## config.mk

```make
export PLATFORM = sky130hd
export DESIGN_NAME = msrv32_dmem_arbiter_flat
export DESIGN_NICKNAME = d
export VERILOG_FILES = /design/src/rtl/msrv32_dmem_arbiter_if.sv /design/src/rtl/msrv32_dmem_arbiter.sv /design/src/flat_wrapper.sv
export SDC_FILE = /design/constraint.sdc
export NUM_CORES = 1
export LEC_CHECK = 0
export CORE_ASPECT_RATIO = 0.5
export CORE_MARGIN = 5
export CORE_UTILIZATION = 40
export CTS_CLUSTER_DIAMETER = 150
export DETAILED_ROUTE_END_ITERATION = 8
export GPL_TIMING_DRIVEN = 0
export PLACE_DENSITY = 0.84
export SLEW_MARGIN = 10
export SYNTH_ARGS = -nofsm -noshare
export SYNTH_HDL_FRONTEND = slang
export SYNTH_SLANG_ARGS = --single-unit
```

## constraint.sdc

```tcl
create_clock -name ms_riscv32_mp_clk_in -period 3.1 [get_ports ms_riscv32_mp_clk_in]
set_clock_uncertainty 0.05 [all_clocks]
set_input_delay 0.62 -clock ms_riscv32_mp_clk_in [delete_from_list [all_inputs] [get_ports ms_riscv32_mp_clk_in]]
set_output_delay 0.62 -clock ms_riscv32_mp_clk_in [all_outputs]
set_load 0.01 [all_outputs]
```

## src/rtl/msrv32_dmem_arbiter_if.sv

```systemverilog
// msrv32_dmem_arbiter_if: requester handshakes for the two data-memory masters
// plus the AHB-lite data bus signals, bundled for the shared-port arbiter.
// The slave modport is the arbiter's view. The master modport is the view of
// the environment, meaning the requesters together with the AHB slave.
interface msrv32_dmem_arbiter_if;
    // Port 0: core load/store path
    logic        m0_req_in;
    logic        m0_wr_in;
    logic [31:0] m0_addr_in;
    logic [31:0] m0_wdata_in;
    logic [3:0]  m0_wmask_in;
    logic        m0_gnt_out;
    logic        m0_done_out;
    logic        m0_err_out;
    // Port 1: secondary master (debug/DMA)
    logic        m1_req_in;
    logic        m1_wr_in;
    logic [31:0] m1_addr_in;
    logic [31:0] m1_wdata_in;
    logic [3:0]  m1_wmask_in;
    logic        m1_gnt_out;
    logic        m1_done_out;
    logic        m1_err_out;
    // Shared read data back to the winner
    logic [31:0] rdata_out;
    // AHB-lite data bus
    logic [31:0] ahb_haddr_out;
    logic [1:0]  ahb_htrans_out;
    logic        ahb_hwrite_out;
    logic [31:0] ahb_hwdata_out;
    logic [3:0]  ahb_hwstrb_out;
    logic        ahb_hready_in;
    logic [31:0] ahb_hrdata_in;

    modport slave (
        input  m0_req_in, m0_wr_in, m0_addr_in, m0_wdata_in, m0_wmask_in,
        output m0_gnt_out, m0_done_out, m0_err_out,
        input  m1_req_in, m1_wr_in, m1_addr_in, m1_wdata_in, m1_wmask_in,
        output m1_gnt_out, m1_done_out, m1_err_out,
        output rdata_out,
        output ahb_haddr_out, ahb_htrans_out, ahb_hwrite_out, ahb_hwdata_out, ahb_hwstrb_out,
        input  ahb_hready_in, ahb_hrdata_in
    );

    modport master (
        output m0_req_in, m0_wr_in, m0_addr_in, m0_wdata_in, m0_wmask_in,
        input  m0_gnt_out, m0_done_out, m0_err_out,
        output m1_req_in, m1_wr_in, m1_addr_in, m1_wdata_in, m1_wmask_in,
        input  m1_gnt_out, m1_done_out, m1_err_out,
        input  rdata_out,
        input  ahb_haddr_out, ahb_htrans_out, ahb_hwrite_out, ahb_hwdata_out, ahb_hwstrb_out,
        output ahb_hready_in, ahb_hrdata_in
    );
endinterface

```

## src/rtl/msrv32_dmem_arbiter.sv

```systemverilog
// msrv32_dmem_arbiter: shares the single AHB-lite data port between the core
// load/store path (m0) and a secondary master (m1). One transfer is in flight
// at a time. Each transfer runs grant, address phase, data phase, response.
// Wait states are absorbed. A transfer is aborted with err when hready stays
// low for TIMEOUT_CYCLES consecutive cycles within one phase.
// Optional macro MSRV32_DMEM_ARB_RR_EN: round-robin arbitration. Without it,
// m0 has fixed priority.
module msrv32_dmem_arbiter #(
    parameter int TIMEOUT_CYCLES = 255,
    parameter int TO_W           = 16
) (
    input logic                  ms_riscv32_mp_clk_in,
    input logic                  ms_riscv32_mp_rst_n_in,
    msrv32_dmem_arbiter_if.slave bus
);
    typedef enum logic [1:0] {IDLE, ADDR, DATA, RESP} state_t;

    // A phase aborts when its last allowed low cycle is seen with hready still low
    localparam logic [TO_W-1:0] TO_LAST = TO_W'(TIMEOUT_CYCLES - 1);

    state_t          state;
    logic [TO_W-1:0] to_cnt;
    logic            sel;       // winner of the transfer in flight: 0=m0, 1=m1
    logic            capture;
    logic            pick_m1;
    logic            to_hit;

    // Payload of the winning request, frozen at grant
    logic            wr_q;
    logic [31:0]     addr_q;
    logic [31:0]     wdata_q;
    logic [3:0]      wmask_q;

`ifdef MSRV32_DMEM_ARB_RR_EN
    logic            rr_ptr;    // 1 = m1 favoured on a tie

    // Round-robin pick: a solo requester always wins, a tie goes to the pointer
    always_comb pick_m1 = bus.m1_req_in & (~bus.m0_req_in | rr_ptr);
`else
    // Fixed priority pick: m1 wins only when m0 is not requesting
    always_comb pick_m1 = bus.m1_req_in & ~bus.m0_req_in;
`endif

    // Grant only from a quiet IDLE cycle; skipping the err cycle lets the
    // aborted requester withdraw before it could be re-granted
    always_comb begin
        capture = (state == IDLE) & (bus.m0_req_in | bus.m1_req_in)
                & ~bus.m0_gnt_out & ~bus.m1_gnt_out
                & ~bus.m0_err_out & ~bus.m1_err_out;
        to_hit  = (to_cnt >= TO_LAST);
    end

    // Latch the winner's payload on grant; reads carry no byte strobes
    always_ff @(posedge ms_riscv32_mp_clk_in) begin
        if (capture) begin
            wr_q    <= pick_m1 ? bus.m1_wr_in    : bus.m0_wr_in;
            addr_q  <= pick_m1 ? bus.m1_addr_in  : bus.m0_addr_in;
            wdata_q <= pick_m1 ? bus.m1_wdata_in : bus.m0_wdata_in;
            if (pick_m1)
                wmask_q <= bus.m1_wr_in ? bus.m1_wmask_in : 4'b0000;
            else
                wmask_q <= bus.m0_wr_in ? bus.m0_wmask_in : 4'b0000;
        end
    end

    // Transfer sequencer with all handshake and bus outputs registered
    always_ff @(posedge ms_riscv32_mp_clk_in or negedge ms_riscv32_mp_rst_n_in) begin
        if (!ms_riscv32_mp_rst_n_in) begin
            state              <= IDLE;
            to_cnt             <= '0;
            sel                <= 1'b0;
`ifdef MSRV32_DMEM_ARB_RR_EN
            rr_ptr             <= 1'b0;
`endif
            bus.m0_gnt_out     <= 1'b0;
            bus.m1_gnt_out     <= 1'b0;
            bus.m0_done_out    <= 1'b0;
            bus.m1_done_out    <= 1'b0;
            bus.m0_err_out     <= 1'b0;
            bus.m1_err_out     <= 1'b0;
            bus.rdata_out      <= '0;
            bus.ahb_haddr_out  <= '0;
            bus.ahb_htrans_out <= 2'b00;
            bus.ahb_hwrite_out <= 1'b0;
            bus.ahb_hwdata_out <= '0;
            bus.ahb_hwstrb_out <= 4'b0000;
        end else begin
            // Handshake outputs are single-cycle pulses
            bus.m0_gnt_out  <= 1'b0;
            bus.m1_gnt_out  <= 1'b0;
            bus.m0_done_out <= 1'b0;
            bus.m1_done_out <= 1'b0;
            bus.m0_err_out  <= 1'b0;
            bus.m1_err_out  <= 1'b0;

            case (state)
                IDLE: begin
                    if (capture) begin
                        sel            <= pick_m1;
                        bus.m0_gnt_out <= ~pick_m1;
                        bus.m1_gnt_out <= pick_m1;
`ifdef MSRV32_DMEM_ARB_RR_EN
                        rr_ptr         <= ~pick_m1;
`endif
                    end else if (bus.m0_gnt_out | bus.m1_gnt_out) begin
                        // Grant cycle done: open the address phase
                        state              <= ADDR;
                        to_cnt             <= '0;
                        bus.ahb_htrans_out <= 2'b10;
                        bus.ahb_haddr_out  <= {addr_q[31:2], 2'b00};
                        bus.ahb_hwrite_out <= wr_q;
                        bus.ahb_hwstrb_out <= wmask_q;
                    end
                end

                ADDR: begin
                    if (bus.ahb_hready_in) begin
                        state              <= DATA;
                        to_cnt             <= '0;
                        bus.ahb_htrans_out <= 2'b00;
                        bus.ahb_hwdata_out <= wdata_q;
                    end else if (to_hit) begin
                        state              <= IDLE;
                        bus.ahb_htrans_out <= 2'b00;
                        bus.m0_err_out     <= ~sel;
                        bus.m1_err_out     <= sel;
                    end else if (to_cnt != '1) begin
                        to_cnt <= to_cnt + TO_W'(1);
                    end
                end

                DATA: begin
                    if (bus.ahb_hready_in) begin
                        state           <= RESP;
                        bus.m0_done_out <= ~sel;
                        bus.m1_done_out <= sel;
                        if (!wr_q)
                            bus.rdata_out <= bus.ahb_hrdata_in;
                    end else if (to_hit) begin
                        state          <= IDLE;
                        bus.m0_err_out <= ~sel;
                        bus.m1_err_out <= sel;
                    end else if (to_cnt != '1) begin
                        to_cnt <= to_cnt + TO_W'(1);
                    end
                end

                RESP: begin
                    // done is high during this cycle; rdata_out is held
                    state <= IDLE;
                end

                default: state <= IDLE;
            endcase
        end
    end
endmodule
```

## src/flat_wrapper.sv

```systemverilog
// flat-port wrapper written by rule: the top's interface ports become plain ports
module msrv32_dmem_arbiter_flat 
#(
    parameter int TIMEOUT_CYCLES = 255,
    parameter int TO_W           = 16
)
  (ms_riscv32_mp_clk_in, ms_riscv32_mp_rst_n_in, bus_m0_req_in, bus_m0_wr_in, bus_m0_addr_in, bus_m0_wdata_in, bus_m0_wmask_in, bus_m0_gnt_out, bus_m0_done_out, bus_m0_err_out, bus_m1_req_in, bus_m1_wr_in, bus_m1_addr_in, bus_m1_wdata_in, bus_m1_wmask_in, bus_m1_gnt_out, bus_m1_done_out, bus_m1_err_out, bus_rdata_out, bus_ahb_haddr_out, bus_ahb_htrans_out, bus_ahb_hwrite_out, bus_ahb_hwdata_out, bus_ahb_hwstrb_out, bus_ahb_hready_in, bus_ahb_hrdata_in);
  msrv32_dmem_arbiter_if bus_i ();
  input logic ms_riscv32_mp_clk_in;
  input logic ms_riscv32_mp_rst_n_in;
  input wire logic [$bits(bus_i.m0_req_in)-1:0] bus_m0_req_in;
  input wire logic [$bits(bus_i.m0_wr_in)-1:0] bus_m0_wr_in;
  input wire logic [$bits(bus_i.m0_addr_in)-1:0] bus_m0_addr_in;
  input wire logic [$bits(bus_i.m0_wdata_in)-1:0] bus_m0_wdata_in;
  input wire logic [$bits(bus_i.m0_wmask_in)-1:0] bus_m0_wmask_in;
  output wire logic [$bits(bus_i.m0_gnt_out)-1:0] bus_m0_gnt_out;
  output wire logic [$bits(bus_i.m0_done_out)-1:0] bus_m0_done_out;
  output wire logic [$bits(bus_i.m0_err_out)-1:0] bus_m0_err_out;
  input wire logic [$bits(bus_i.m1_req_in)-1:0] bus_m1_req_in;
  input wire logic [$bits(bus_i.m1_wr_in)-1:0] bus_m1_wr_in;
  input wire logic [$bits(bus_i.m1_addr_in)-1:0] bus_m1_addr_in;
  input wire logic [$bits(bus_i.m1_wdata_in)-1:0] bus_m1_wdata_in;
  input wire logic [$bits(bus_i.m1_wmask_in)-1:0] bus_m1_wmask_in;
  output wire logic [$bits(bus_i.m1_gnt_out)-1:0] bus_m1_gnt_out;
  output wire logic [$bits(bus_i.m1_done_out)-1:0] bus_m1_done_out;
  output wire logic [$bits(bus_i.m1_err_out)-1:0] bus_m1_err_out;
  output wire logic [$bits(bus_i.rdata_out)-1:0] bus_rdata_out;
  output wire logic [$bits(bus_i.ahb_haddr_out)-1:0] bus_ahb_haddr_out;
  output wire logic [$bits(bus_i.ahb_htrans_out)-1:0] bus_ahb_htrans_out;
  output wire logic [$bits(bus_i.ahb_hwrite_out)-1:0] bus_ahb_hwrite_out;
  output wire logic [$bits(bus_i.ahb_hwdata_out)-1:0] bus_ahb_hwdata_out;
  output wire logic [$bits(bus_i.ahb_hwstrb_out)-1:0] bus_ahb_hwstrb_out;
  input wire logic [$bits(bus_i.ahb_hready_in)-1:0] bus_ahb_hready_in;
  input wire logic [$bits(bus_i.ahb_hrdata_in)-1:0] bus_ahb_hrdata_in;
  assign bus_i.m0_req_in = bus_m0_req_in;
  assign bus_i.m0_wr_in = bus_m0_wr_in;
  assign bus_i.m0_addr_in = bus_m0_addr_in;
  assign bus_i.m0_wdata_in = bus_m0_wdata_in;
  assign bus_i.m0_wmask_in = bus_m0_wmask_in;
  assign bus_m0_gnt_out = bus_i.m0_gnt_out;
  assign bus_m0_done_out = bus_i.m0_done_out;
  assign bus_m0_err_out = bus_i.m0_err_out;
  assign bus_i.m1_req_in = bus_m1_req_in;
  assign bus_i.m1_wr_in = bus_m1_wr_in;
  assign bus_i.m1_addr_in = bus_m1_addr_in;
  assign bus_i.m1_wdata_in = bus_m1_wdata_in;
  assign bus_i.m1_wmask_in = bus_m1_wmask_in;
  assign bus_m1_gnt_out = bus_i.m1_gnt_out;
  assign bus_m1_done_out = bus_i.m1_done_out;
  assign bus_m1_err_out = bus_i.m1_err_out;
  assign bus_rdata_out = bus_i.rdata_out;
  assign bus_ahb_haddr_out = bus_i.ahb_haddr_out;
  assign bus_ahb_htrans_out = bus_i.ahb_htrans_out;
  assign bus_ahb_hwrite_out = bus_i.ahb_hwrite_out;
  assign bus_ahb_hwdata_out = bus_i.ahb_hwdata_out;
  assign bus_ahb_hwstrb_out = bus_i.ahb_hwstrb_out;
  assign bus_i.ahb_hready_in = bus_ahb_hready_in;
  assign bus_i.ahb_hrdata_in = bus_ahb_hrdata_in;
  msrv32_dmem_arbiter #(.TIMEOUT_CYCLES(TIMEOUT_CYCLES), .TO_W(TO_W)) u_core (.ms_riscv32_mp_clk_in(ms_riscv32_mp_clk_in), .ms_riscv32_mp_rst_n_in(ms_riscv32_mp_rst_n_in), .bus(bus_i));
endmodule
```

==> results of run 1 <==
[critical path: cells and delay by family, from the launching register on]
kind	cells	cell delay, ps
simple gates	2	880
flops	1	420
buf+inv	4	980
fa+ha+maj	1	190
[logic make-up (layout without fill, tap and decap cells)]
kind of cell,after synthesis,after routing,synth area share
flops,192,192,0.664
mux,162,162,0.236
simple gates,60,60,0.0449
buf+inv,32,342,0.0183
compound gates,30,30,0.0260
fa+ha+maj,7,7,0.0113
other cells,1,3,0.000484
[metrics by stage]
step           hold WS, ps  setup WS, ps   util  cells
3_3_place_gp           406         -3590  0.564   1027
4_1_cts                158          4.78  0.598   1061
6_report               125           249  0.598   1062
2_1_floorplan          274           291      -    486
5_1_grt                177           129  0.598   1062
3_5_place_dp           415          2.97  0.566   1029
[how the worst max path moves through the flow]
stage | depth (start not counted) | to | slack [ps]
finish | 7 | u_core.addr_q[4] | 250
global route | 7 | u_core.addr_q[7] | 130
CTS | 7 | u_core.addr_q[7] | 5
detailed placement | 5 | u_core.wdata_q[2] | 3
global placement | 1 | u_core.bus.ahb_hwdata_out[26] | -3590
floorplan | 6 | u_core.addr_q[10] | 290
[power groups by stage]
| stage | clock [mW] | sequential, mW | combinational (mW) |
|---|---|---|---|
| floorplan | 0 | 4.41 | 1.35 |
| global placement | 0 | 4.11 | 3.63 |
| detailed placement | 0 | 4.17 | 3.75 |
| CTS | 2.27 | 4.12 | 3.77 |
| global route | 2.37 | 4.22 | 3.96 |
| finish | 2.23 | 4.11 | 3.73 |
[routing by layer]
metal	wire, um	up-vias	track usage
li1	-	2366	-
met3	593	35	0.0300
met1	7490	2622	0.199
met2	11200	106	0.326
met4	450	0	0.0542
met5	0	-	0
[cells in the final DEF (no fill, tap or decap), drive strengths merged, types with 2 or more instances in the layout]
master and count:
o31ai 4, or4 5, dfrtp 125, buf 17, clkinv 4, clkdlybuf4s50 274
o21a 3, and2 9, o221ai 2, nor2 7, edfxtp 67, inv 10
or2 2, mux2 162, conb 3, nand2b 2, nor2b 2, ha 7
o21ai 7, nor4 5, nand2 10, o211ai 3, nand3 9, clkinvlp 2
nand4 3, clkbuf 35, a21oi 6
[cell type report]
| class | count | area (sq um) |
|---|---|---|
| Buffer | 27 | 123 |
| Clock buffer | 22 | 529 |
| Clock inverter | 10 | 81.3 |
| Fill cell | 1468 | 7730 |
| Inverter | 5 | 22.5 |
| Multi-Input combinational cell | 262 | 2470 |
| Sequential cell | 192 | 5140 |
| Tap cell | 266 | 333 |
| Timing Repair Buffer | 277 | 2800 |
| Timing Repair inverter | 1 | 5.00 |
[sequential cells by signal (all words and copies together) (netlist names), 2 cells and up]
register	flops
u_core.bus.ahb_hwdata_out	32
u_core.bus.rdata_out	32
u_core.wdata_q	32
u_core.addr_q	30
u_core.bus.ahb_haddr_out	30
u_core.to_cnt	16
u_core.bus.ahb_hwstrb_out	4
u_core.wmask_q	4
u_core.state	2
==> impl_metrics.csv, run 1 <==
group,metric,value,unit
yosys,syn-instance-count,484,
power,switchingPower,3.01,mW
setup_path,start_kind,"flip-flop",
clocking,postCtsSetupRepairBufs,0,
clocking,clkSlewWorstSetupHoldPaths,70,ps
setup_path,slowest_stage,"or4_4",
setup_path,crit_type,"flip-flop to flip-flop",
power,intPower,7.05,mW
power,pwr-share-seq,0.408,
setup_path,timing.rr.end,"u_core.addr_q[4]",
clocking,clock-root-buffer,"clkbuf_16",
cells_and_area,nets,965,
yosys,async_reset_ff_frac,0.651,
sta,layout_worst_path_cycle_share,0.920,
floorplanning,die_h,108,um
setup_path,r2r_cells,7,
setup_path,rrSetupSlack,250,ps
floorplanning,rows,36,
yosys,synth_ff_type,"dfrtp_1",
setup_path,path_cells,"inv_1 -> ha_1 -> or3b_1 -> buf_2 -> or4_4 -> clkinvlp_4 -> buf_12",
placement,numPortBuffers,275,
yosys,netlist_top_cells_area,"dfrtp_1 40%, edfxtp_1 26%, mux2_2 24%",
min_path,hold_path.class,"primary input to asynchronous set/reset pin",
global_routing,grt_overflow,0,
power,switching_share,0.299,
sta,min_period,2850,ps
drt,remaining_drc_errors,0,
setup_path,startpoint,"u_core.state[0]",
placement,place_area,10900,sq um
power,clkPwrFrac,0.222,
yosys,ys_seq_area_frac,0.664,
global_routing,grt_usage,0.172,
placement,dp_hpwl,15000,um
sta,tns,0,ps
yosys,synth.largest_area_cell,"dfrtp_1",
clocking,cts_tree,"built",
sta,tightest_slew,900,ps
setup_path,endpoint_kind,"flip-flop",
power,p_leak,4.57,nW
yosys,synth_warnings,0,
yosys,yosys_register_bits,192,
cells_and_area,fin_area,11500,sq um
sta,rsz0062_at_grt,"false",
clocking,numCtsBuffers,17,
global_routing,first_global_vias,5614,
yosys,syn_avg_cell_area,16.0,sq um
drt,vias,5129,
setup_path,worst_ep_arrival_time,2910,ps
setup_path,critPathRequiredTime,3160,ps
floorplanning,start_util,0.403,
yosys,syn_area,7750,sq um
clocking,cts_sinks,192,
global_routing,grt_max_degree,67,
sta,hold_viol,0,
setup_path,max_stage_delay,550,ps
drt,wl_per_cell,18.6,um
setup_path,r2r_start,"u_core.state[0]",
flow_run,drv_cap,0,
global_routing,grt_pass1_wl,29600,um
sta,maxSlewViolCount,0,
clocking,clock_latency,420,ps
power,pwr-share-comb,0.370,
drt,drt-total-wl,19700,um
yosys,netlist-cell-type-count,39,
drt,ant_nets,0,
global_routing,grt_antenna_before_repair,0,
power,total_power,10.1,mW
clocking,cts.path.max_buffers,2,
yosys,yosys-top-cells-count,"162 x mux2_2, 125 x dfrtp_1, 67 x edfxtp_1",
drt,vias_per_cell,4.83,
floorplanning,core-area,19200,sq um
clocking,post_cts_resized,0,
drt,first_pass_iters,4,
outcome,status,"finished clean",
sta,timing.fmax,351,MHz
clocking,h-tree-depth,4,
drt,drt_iter0_markers,233,
yosys,synthMostInstantiatedCell,"mux2_2",
cells_and_area,diodes,0,
floorplanning,io_pins,284,
setup_path,cp_max_fo,32,
floorplanning,die_w,207,um
cells_and_area,area_growth,48.6,%
power,p_per_area,875,nW/um^2
yosys,netlist.area_leader.share,0.404,
placement,routabilityCongestion,0.790,
sta,relSlewSlack,0.397,
sta,finalSetupViolations,0,
cells_and_area,drive_gt1_frac,0.268,
power,ir_drop,0.449,mV
clocking,cts_hold_buf,0,
floorplanning,die_area,22400,sq um
yosys,synth_edf_count,67,
No activity file was read; power rests on OpenSTA's default activity.
==> inputs of run 2 (changes only) <==
--- a/config.mk
+++ b/config.mk
@@ -10,7 +10,6 @@
 export CORE_UTILIZATION = 40
 export CTS_CLUSTER_DIAMETER = 150
 export DETAILED_ROUTE_END_ITERATION = 8
-export GPL_TIMING_DRIVEN = 0
 export PLACE_DENSITY = 0.84
 export SLEW_MARGIN = 10
 export SYNTH_ARGS = -nofsm -noshare
==> run 2 against run 1 <==
Against the previous run:
- sequential power about the same
- setup slack gained 230 ps
- combinational power fell by 1%
- utilization shrank 0.61 points
- largest cell class unchanged
- clock power is 8% lower
- largest power group unchanged
- highest routed layer unchanged
- register-to-register slack better by 230 ps
==> impl_metrics.csv, run 2 (synthesis gave the netlist of run 1 again) <==
group,metric,value,unit
outcome,status,"finished clean",
sta,finalSetupViolations,0,
setup_path,cp.depth,6,
power,p_per_area,864,nW/um^2
sta,fin_ws,480,ps
setup_path,startpoint,"u_core.state[0]",
cells_and_area,drive_gt1_frac,0.273,
drt,vias_per_cell,4.76,
clocking,clkSlewWorstSetupHoldPaths,80,ps
setup_path,r2r_start,"u_core.state[0]",
power,ir_drop,0.462,mV
placement,place_area,10800,sq um
setup_path,timing.rr.end,"u_core.wdata_q[30]",
setup_path,slowest_stage,"or4_4",
setup_path,path_buf_inv,3,
sta,layout_worst_path_cycle_share,0.845,
clocking,post_cts_resized,0,
cells_and_area,fin_area,11400,sq um
clocking,cts_sinks,192,
setup_path,worst_ep_arrival_time,2650,ps
cells_and_area,fill_cells,1529,
clocking,cts_tree,"built",
global_routing,grt_max_degree,68,
drt,remaining_drc_errors,0,
clocking,numCtsBuffers,17,
floorplanning,start_util,0.403,
clocking,h-tree-depth,4,
drt,ant_nets,0,
cells_and_area,reg.largest.list,"u_core.bus.ahb_hwdata_out (32), u_core.bus.rdata_out (32), u_core.wdata_q (32)",
setup_path,r2r_cells,6,
setup_path,crit_path_end,"u_core.wdata_q[30]",
sta,relSlewSlack,0.490,
setup_path,endpoint_kind,"flip-flop",
floorplanning,io_pins,284,
floorplanning,core-area,19200,sq um
global_routing,grt_pass1_wl,28400,um
drt,drt-total-wl,18900,um
setup_path,path_cells,"inv_1 -> ha_1 -> or3b_1 -> or4_4 -> clkinvlp_4 -> buf_12",
cells_and_area,diodes,0,
placement,place_ws,482,ps
sta,tns,0,ps
clocking,cts_hold_buf,0,
clocking,clock_latency,420,ps
setup_path,max_stage_delay,540,ps
sta,rsz0062_at_grt,"false",
setup_path,start_kind,"flip-flop",
sta,tightest_slew,765,ps
floorplanning,rows,36,
global_routing,first_global_vias,5483,
drt,wl_per_cell,18.1,um
clocking,cts.path.max_buffers,2,
placement,routabilityCongestion,0.807,
cells_and_area,layout.cells.most_common,"clkdlybuf4s50_1",
global_routing,grt_usage,0.164,
power,total_power,9.84,mW
cells_and_area,nets,945,
power,p_leak,4.50,nW
min_path,hold_path.class,"primary input to asynchronous set/reset pin",
cells_and_area,fin_util,0.592,
setup_path,rrSetupSlack,480,ps
drt,drt_iter0_markers,150,
clocking,clock-root-buffer,"clkbuf_16",
placement,dp_hpwl,14000,um
sta,min_period,2620,ps
sta,maxSlewViolCount,0,
flow_run,drv_cap,0,
setup_path,crit_type,"flip-flop to flip-flop",
sta,timing.fmax,382,MHz
floorplanning,die_area,22400,sq um
setup_path,critPathTopFamily,"simple AND/OR/NAND/NOR gates",
floorplanning,die_h,108,um
global_routing,grt_overflow,0,
placement,numPortBuffers,276,
floorplanning,die_w,207,um
drt,first_pass_iters,4,
setup_path,critPathRequiredTime,3130,ps
global_routing,grt_antenna_before_repair,0,
setup_path,cp_max_fo,67,
cells_and_area,area_growth,47.0,%
clocking,postCtsSetupRepairBufs,0,
drt,vias,4965,
cells_and_area,final_cell_mix,"275 x clkdlybuf4s50_1, 162 x mux2_2, 125 x dfrtp_1",
sta,hold_viol,0,
==> run 2: where the power goes <==
group / switching, mW / leakage, nW / internal [mW]
logic: 1.55 / 2.06 / 2.13
registers: 0.430 / 2.18 / 3.67
clock network: 1.01 / 0.265 / 1.05
total: 2.99 / 4.50 / 6.86
==> run 2: worst min-delay path by stage <==
stage                                 from                            end  slack, ps
global placement        u_core.wdata_q[13]  u_core.bus.ahb_hwdata_out[13]        410
finish              ms_riscv32_mp_rst_n_in   u_core.bus.ahb_haddr_out[25]        180
floorplan           ms_riscv32_mp_rst_n_in   u_core.bus.ahb_haddr_out[10]        270
CTS                 ms_riscv32_mp_rst_n_in   u_core.bus.ahb_haddr_out[23]        190
detailed placement       u_core.addr_q[24]   u_core.bus.ahb_haddr_out[24]        420
global route        ms_riscv32_mp_rst_n_in   u_core.bus.ahb_haddr_out[28]        210
==> run 2: per-layer routing <==
| layer | vias to the layer above | GRT usage | routed length [um] |
|---|---|---|---|
| met1 | 2532 | 0.174 | 6810 |
| met5 | - | 0 | 0 |
| met4 | 0 | 0.0514 | 294 |
| met3 | 23 | 0.0315 | 564 |
| li1 | 2324 | - | - |
| met2 | 86 | 0.329 | 11200 |
==> run 2: stage by stage <==
stage	hold WS (ps)	cells
after global routing	211	1042
after CTS	190	1041
after detailed placement	416	1009
after global placement	407	1009
final	180	1042
after floorplan	274	486
==> run 2: cell type report <==
class / instances / area (sq um) / area share
clock buffer: 17 / 425 / 0.0374
multi-input combinational: 262 / 2490 / 0.219
inverter: 5 / 22.5 / 0.00198
timing repair buffer: 285 / 2850 / 0.250
tap: 266 / 333 / 0.0292
clock inverter: 15 / 125 / 0.0110
sequential: 192 / 5140 / 0.451
